File: src/rtl/lfsr_pkg.sv
// Shared constants and types for the LFSR shift engine and its upstream
// shift-magnitude calculator.
package lfsr_pkg;
   localparam int              LFSR_WIDTH  = 16;
   localparam logic [15:0]     LFSR_TAPS   = 16'hB400;
   localparam int              SHIFT_MAG_W = 4;

   typedef enum logic [1:0] {
      IDLE  = 2'd0,
      SHIFT = 2'd1,
      DONE  = 2'd2
   } lfsr_state_e;
endpackage

File: src/rtl/lfsr_step.sv
// One combinational Galois LFSR step: shift right, fold TAPS in when the
// bit shifted out was set.
module lfsr_step #(
   parameter int               WIDTH = 16,
   parameter logic [WIDTH-1:0] TAPS  = 16'hB400
) (
   input  logic [WIDTH-1:0] i_state,
   output logic [WIDTH-1:0] o_next
);
   logic [WIDTH-1:0] w_shr;

   assign w_shr  = i_state >> 1;
   assign o_next = i_state[0] ? (w_shr ^ TAPS) : w_shr;
endmodule

File: src/rtl/lfsr_shift_engine.sv
// Sequential LFSR advance engine: loads a seed, advances it shift_mag steps
// one per cycle, then holds the result on a valid/ready output.
module lfsr_shift_engine
   import lfsr_pkg::*;
#(
   parameter int               WIDTH = LFSR_WIDTH,
   parameter logic [WIDTH-1:0] TAPS  = LFSR_TAPS
) (
   input  logic                   clk,
   input  logic                   rst,
   input  logic                   in_valid,
   output logic                   in_ready,
   input  logic [WIDTH-1:0]       seed,
   input  logic [SHIFT_MAG_W-1:0] shift_mag,
   output logic                   out_valid,
   input  logic                   out_ready,
   output logic [WIDTH-1:0]       result,
   output logic                   busy
);
   lfsr_state_e            r_fsm;
   logic [WIDTH-1:0]       r_state;
   logic [SHIFT_MAG_W-1:0] r_count;
   logic                   r_in_ready;
   logic                   r_out_valid;
   logic                   r_busy;
   logic [WIDTH-1:0]       w_next;

   lfsr_step #(
      .WIDTH (WIDTH),
      .TAPS  (TAPS)
   ) u_step (
      .i_state (r_state),
      .o_next  (w_next)
   );

   // Handshake outputs are registered alongside the state so they change
   // only on the edge that moves the FSM.
   always_ff @(posedge clk or posedge rst) begin
      if (rst) begin
         r_fsm       <= IDLE;
         r_state     <= '0;
         r_count     <= '0;
         r_in_ready  <= 1'b1;
         r_out_valid <= 1'b0;
         r_busy      <= 1'b0;
      end else begin
         case (r_fsm)
            IDLE: begin
               if (in_valid) begin
                  r_state    <= seed;
                  r_count    <= shift_mag;
                  r_in_ready <= 1'b0;
                  r_busy     <= 1'b1;
                  if (shift_mag == '0) begin
                     r_fsm       <= DONE;
                     r_out_valid <= 1'b1;
                  end else begin
                     r_fsm <= SHIFT;
                  end
               end
            end
            SHIFT: begin
               r_state <= w_next;
               r_count <= r_count - SHIFT_MAG_W'(1);
               if (r_count == SHIFT_MAG_W'(1)) begin
                  r_fsm       <= DONE;
                  r_out_valid <= 1'b1;
               end
            end
            DONE: begin
               if (out_ready) begin
                  r_fsm       <= IDLE;
                  r_out_valid <= 1'b0;
                  r_busy      <= 1'b0;
                  r_in_ready  <= 1'b1;
               end
            end
            default: begin
               r_fsm       <= IDLE;
               r_in_ready  <= 1'b1;
               r_out_valid <= 1'b0;
               r_busy      <= 1'b0;
            end
         endcase
      end
   end

   assign in_ready  = r_in_ready;
   assign out_valid = r_out_valid;
   assign busy      = r_busy;
   assign result    = r_state;
endmodule
File: config.mk
export PLATFORM = sky130hd
export DESIGN_NAME = lfsr_shift_engine
export DESIGN_NICKNAME = d
export VERILOG_FILES = /design/src/rtl/lfsr_pkg.sv /design/src/rtl/lfsr_step.sv /design/src/rtl/lfsr_shift_engine.sv
export SDC_FILE = /design/constraint.sdc
export NUM_CORES = 1
export LEC_CHECK = 0
export ABC_CLOCK_PERIOD_IN_PS = 1450
export CELL_PAD_IN_SITES_DETAIL_PLACEMENT = 2
export CELL_PAD_IN_SITES_GLOBAL_PLACEMENT = 2
export CORE_UTILIZATION = 27
export DETAILED_ROUTE_END_ITERATION = 6
export GPL_ROUTABILITY_DRIVEN = 0
export HOLD_SLACK_MARGIN = 0.06
export PLACE_DENSITY_LB_ADDON = 0.1
export REMOVE_ABC_BUFFERS = 1
export SYNTH_ARGS = -nofsm -noshare
export SYNTH_HDL_FRONTEND = slang
export SYNTH_SLANG_ARGS = --single-unit
export TNS_END_PERCENT = 1
File: constraint.sdc
create_clock -name clk -period 1.45 [get_ports clk]
set_input_delay 0.29 -clock clk [delete_from_list [all_inputs] [get_ports clk]]
set_output_delay 0.29 -clock clk [all_outputs]
set_load 0.1 [all_outputs]
== After elaboration in Yosys (flattened, before gate mapping) ==
Cells that the tools add are included.
Cells by class
  reduce and logical (&&, ||, !) cells: 7
  eq/ne operators: 7
  bitwise gates (word level): 2
  add/sub/neg operators: 1
  muxes and demuxes: 20
Operators by type and width (number)
  $mux 16: 2
  $pmux 16 s2: 1
  $pmux 1 s3: 3
  $mux 2: 4
  $ne 2x2->1 const B: 4
  $pmux 4 s2: 1
  $mux 1: 7
  $pmux 2 s3: 1
  $reduce_and 3->1: 2
  $eq 4x1->1 const B: 1
  $logic_not 4->1: 1
  $mux 4: 1
  $not 3->4: 1
  $reduce_and 4->1: 1
  $sub 4x1->4 const B: 1
  $eq 2x1->1 const B: 1
  $eq 2x2->1 const B: 1
  $logic_not 2->1: 1
  $reduce_and 2->1: 1
  $reduce_bool 2->1: 1
  $not 1->1: 1
Word-level totals
  logic and storage cells: 43
  output and inout bits: 19
  register bits: 25
  input bits: 24

== Logic depth before layout (Yosys ltp) ==
  depth after elaboration: 4
  mapped depth: 5
  depth with buffers taken out: 5

== Modules after synthesis ==
A second synthesis with hierarchy kept.
Second synthesis, totals
  cell total of the unflattened synthesis: 141
  area total of the unflattened synthesis: 1403.8 um2
Modules (own cells, without submodules)
  lfsr_shift_engine: seq. area each 626.9 um2, cells an instance 125, area an instance 1280.0 um2, instances 1
  lfsr_step: seq. area each 0.0 um2, cells an instance 16, area an instance 123.9 um2, instances 1

== Least setup slack after synthesis ==
No wires, ideal clock.
  path type: register to register
  start point: register r_state[0], in the netlist result[0]
  end point: register r_state[10], in the netlist result[10]
  clock period less this slack: 1687 ps
  path buffers: 1
  arrival: 1566 ps
  data required time: 1329 ps
  path slack: -237 ps
  stages on the path, launching flop included: 5
  setup time: 121 ps
  path through: dfrtp_1 clkbuf_2 xnor2_1 a21oi_1 o22a_1
Between the ends
  word-level cells in the longest chain between the ends: 2
Ends and longest elaborated chain
  from (decl): RTL line lfsr_shift_engine.sv:21  | logic [WIDTH-1:0] r_state;
  from (signal assigned): RTL line lfsr_shift_engine.sv:63  | r_state <= w_next;
  $mux 16: RTL line lfsr_step.sv:13  | assign o_next = i_state[0] ? (w_shr ^ TAPS) : w_shr;
  $pmux 16 s2: RTL line lfsr_shift_engine.sv:47  | case (r_fsm)
Every way passes these cells.
A chain may end at the register's enable or synchronous reset.

== Worst setup path in the final report ==
  start point: register r_state[0], in the netlist result[0]
  end point: output result[0]
RTL lines
  to (decl): RTL line lfsr_shift_engine.sv:17  | output logic [WIDTH-1:0] result,
No word-level cell between the ends.

==> run_results.csv <==
group,metric,value,unit
setup_path,r2r_slack,0.14,ns
cts,cts_made_buffers,3,
synth,yosys.area_share.adder,1.91,%
synth,seq_area_frac_synth,47.8,%
floorplan,ios,43,
setup_path,worstRegToRegCells,3,
outcome,outcome,"completed",
synth,synthMuxAreaShare,0.763,%
cts,cts_hold_buf,0,
placement,place_hpwl,3130,microns
synth,netlist_area,1310,sq um
sta,worst_pin_slew,0.317,ns
drt,drc,0,
drt,dr.first_iter.drc_count,55,
synth,ys.flop_type,"dfrtp_1",
synth,synthArstFlopShare,100,%
setup_path,rr_endpoint,"r_fsm[0]",
drt,viasPerCell,5.19,
layout,antenna_cells,0,
synth,synth-seq-cells,25,
synth,synth_top_family_by_area,"compound AO/OA/AOI/OAI gates",
flow_run,drv_cap,0,
setup_path,path_buf_inv,1,
drt,wl,4180,microns
sta,period_share,91.4,%
global_route,grt_pass1_vias,1363,
layout,multiInputGateArea,606,sq um
drt,vias,1251,
synth,synth_edf_count,0,
layout,regArea,628,sq um
synth,synth-simple-area-share,14.1,%
floorplan,die_height,71.7,microns
synth,synth_top_area_cell,"dfrtp_1",
sta,rsz0062_at_grt,"false",
synth,ys_types,38,
cts,cts.sinks,25,
global_route,grt_pass1_wl,6770,microns
sta,fmax,754,MHz
cts,clkTransAtPathRegs,0.10,ns
global_route,overflow,0,
placement,portBuffers,42,
sta,finalHoldViolations,0,
drt,ant_nets,0,
layout,final_cell_mix,"dfrtp_1 (23), clkdlybuf4s50_1 (23), buf_12 (22)",
setup_path,path_max_fanout,6,
cts,cts_tree,"built",
sta,setup_viol,0,
sta,skew,0.00760,ns
global_route,grt_max_degree,26,
synth,ys_top_cells_by_area,"dfrtp_1 (46%), a22oi_1 (7.4%), o21ai_1 (6.1%)",
placement,dpl_cell_area,2070,sq um
layout,fill_cells,490,
layout,fin_area,2140,sq um
sta,relSlewSlack,78.7,%
global_route,grt_antenna_before_repair,0,
global_route,groute.usage.overall,17.1,%
setup_path,crit-reg2reg-launch,"r_fsm[0]",
min_path,min_path_type,"in2async",
cts,cts_root_buffer,"clkbuf_8",
drt,routedWlPerCell,17.3,microns
cts,cts.path.max_buffers,2,
cts,postCtsSetupRepairBufs,0,
setup_path,slowest_stage,"dfrtp_1",
synth,ys_warn_count,0,
synth,syn_inst,136,
setup_path,slowest_delay,0.54,ns
sta,finalMaxSlewViolations,0,
floorplan,initial_core_util,28.0,%
layout,utilization,45.6,%
synth,synth_top_area_share,45.8,%
cts,cts_max_level,1,
layout,fin_nets,214,
cts,clk_latency,0.27,ns
floorplan,dieArea,5140,sq um
floorplan,die_w,71.7,microns
setup_path,path_cells,"buf_12",
setup_path,path_delay_family,"flip-flops",
synth,synth-xor-area-share,2.00,%
drt,drt-pass1-iter-count,4,
floorplan,coreArea,4690,sq um
synth,synth_compound_area_share,25.8,%
sta,period_minus_slack,1.33,ns
setup_path,cp-end-kind,"primary output",
setup_path,start_kind,"flip-flop",
layout,drive_above_1_share,25.1,%
synth,syn_area_per_cell,9.65,sq um
setup_path,cp.arrival,1.04,ns
setup_path,required,1.16,ns
floorplan,placementRows,25,
setup_path,critPathKind,"reg2out",
layout,synthToLayoutAreaGrowth,63.0,%
timing repair:
action | in CTS | in global routing
pin swaps | 0 | 1
gates resized for setup | 2 | 3
endpoints found under the setup margin | 3 | 3
flip-flops by register name (all words and copies together) (netlist names):
register   flops
busy           1
in_ready       1
out_valid      1
r_count        4
r_fsm          2
result        16
cell usage after synthesis, types with 3 or more instances:
library cell	n
buf_6	3
a22oi_1	13
o21ai_1	16
inv_1	5
o22ai_1	4
nand2_1	18
dfrtp_1	24
buf_2	4
a31oi_1	5
nor2_1	4
nor3b_1	3
a21oi_1	4
metrics by stage:
step / setup WS [ns] / TNS [ns] / instances / hold slack, ns
floorplan: -0.204 / -1.74 / 125 / 0.317
global placement: -0.0765 / -0.804 / 237 / 0.497
detailed placement: -0.170 / -1.79 / 237 / 0.515
CTS: 0.0158 / 0 / 241 / 0.348
global route: 0.0501 / 0 / 241 / 0.381
finish: 0.124 / 0 / 241 / 0.347
area by class of cell:
class	instances	area share [%]
Inverter	6	1.11
Multi-Input combinational cell	94	28.3
Timing Repair Buffer	58	35.9
Clock inverter	1	0.234
Clock buffer	3	1.93
Sequential cell	25	29.4
Tap cell	54	3.16
metal layers:
metal	GRT usage, %	share of wire (%)
met4	4.79	0.55
met1	20.2	41
met2	32.2	55
met3	2.25	3.9
met5	0	0
cell families after synthesis:
logic type      count (synthesis)
compound gates                 52
xor+xnor                        3
fa+ha+maj                       2
buf+inv                        17
flops                          25
mux                             1
simple gates                   36
how the worst max path moves through the flow:
stage,startpoint,end,slack [ns],cells past startpoint
final,result[0],result[0],0.12,1
after global routing,r_count[1],out_valid,0.05,5
after CTS,r_fsm[0],r_count[2],0.02,4
after detailed placement,in_valid,r_count[2],-0.17,5
after global placement,in_valid,result[10],-0.08,5
after floorplan,r_fsm[0],r_count[3],-0.20,3
Power is not shown: default switching activity piles up to over one toggle a cycle in this logic, so the estimate is an artifact.
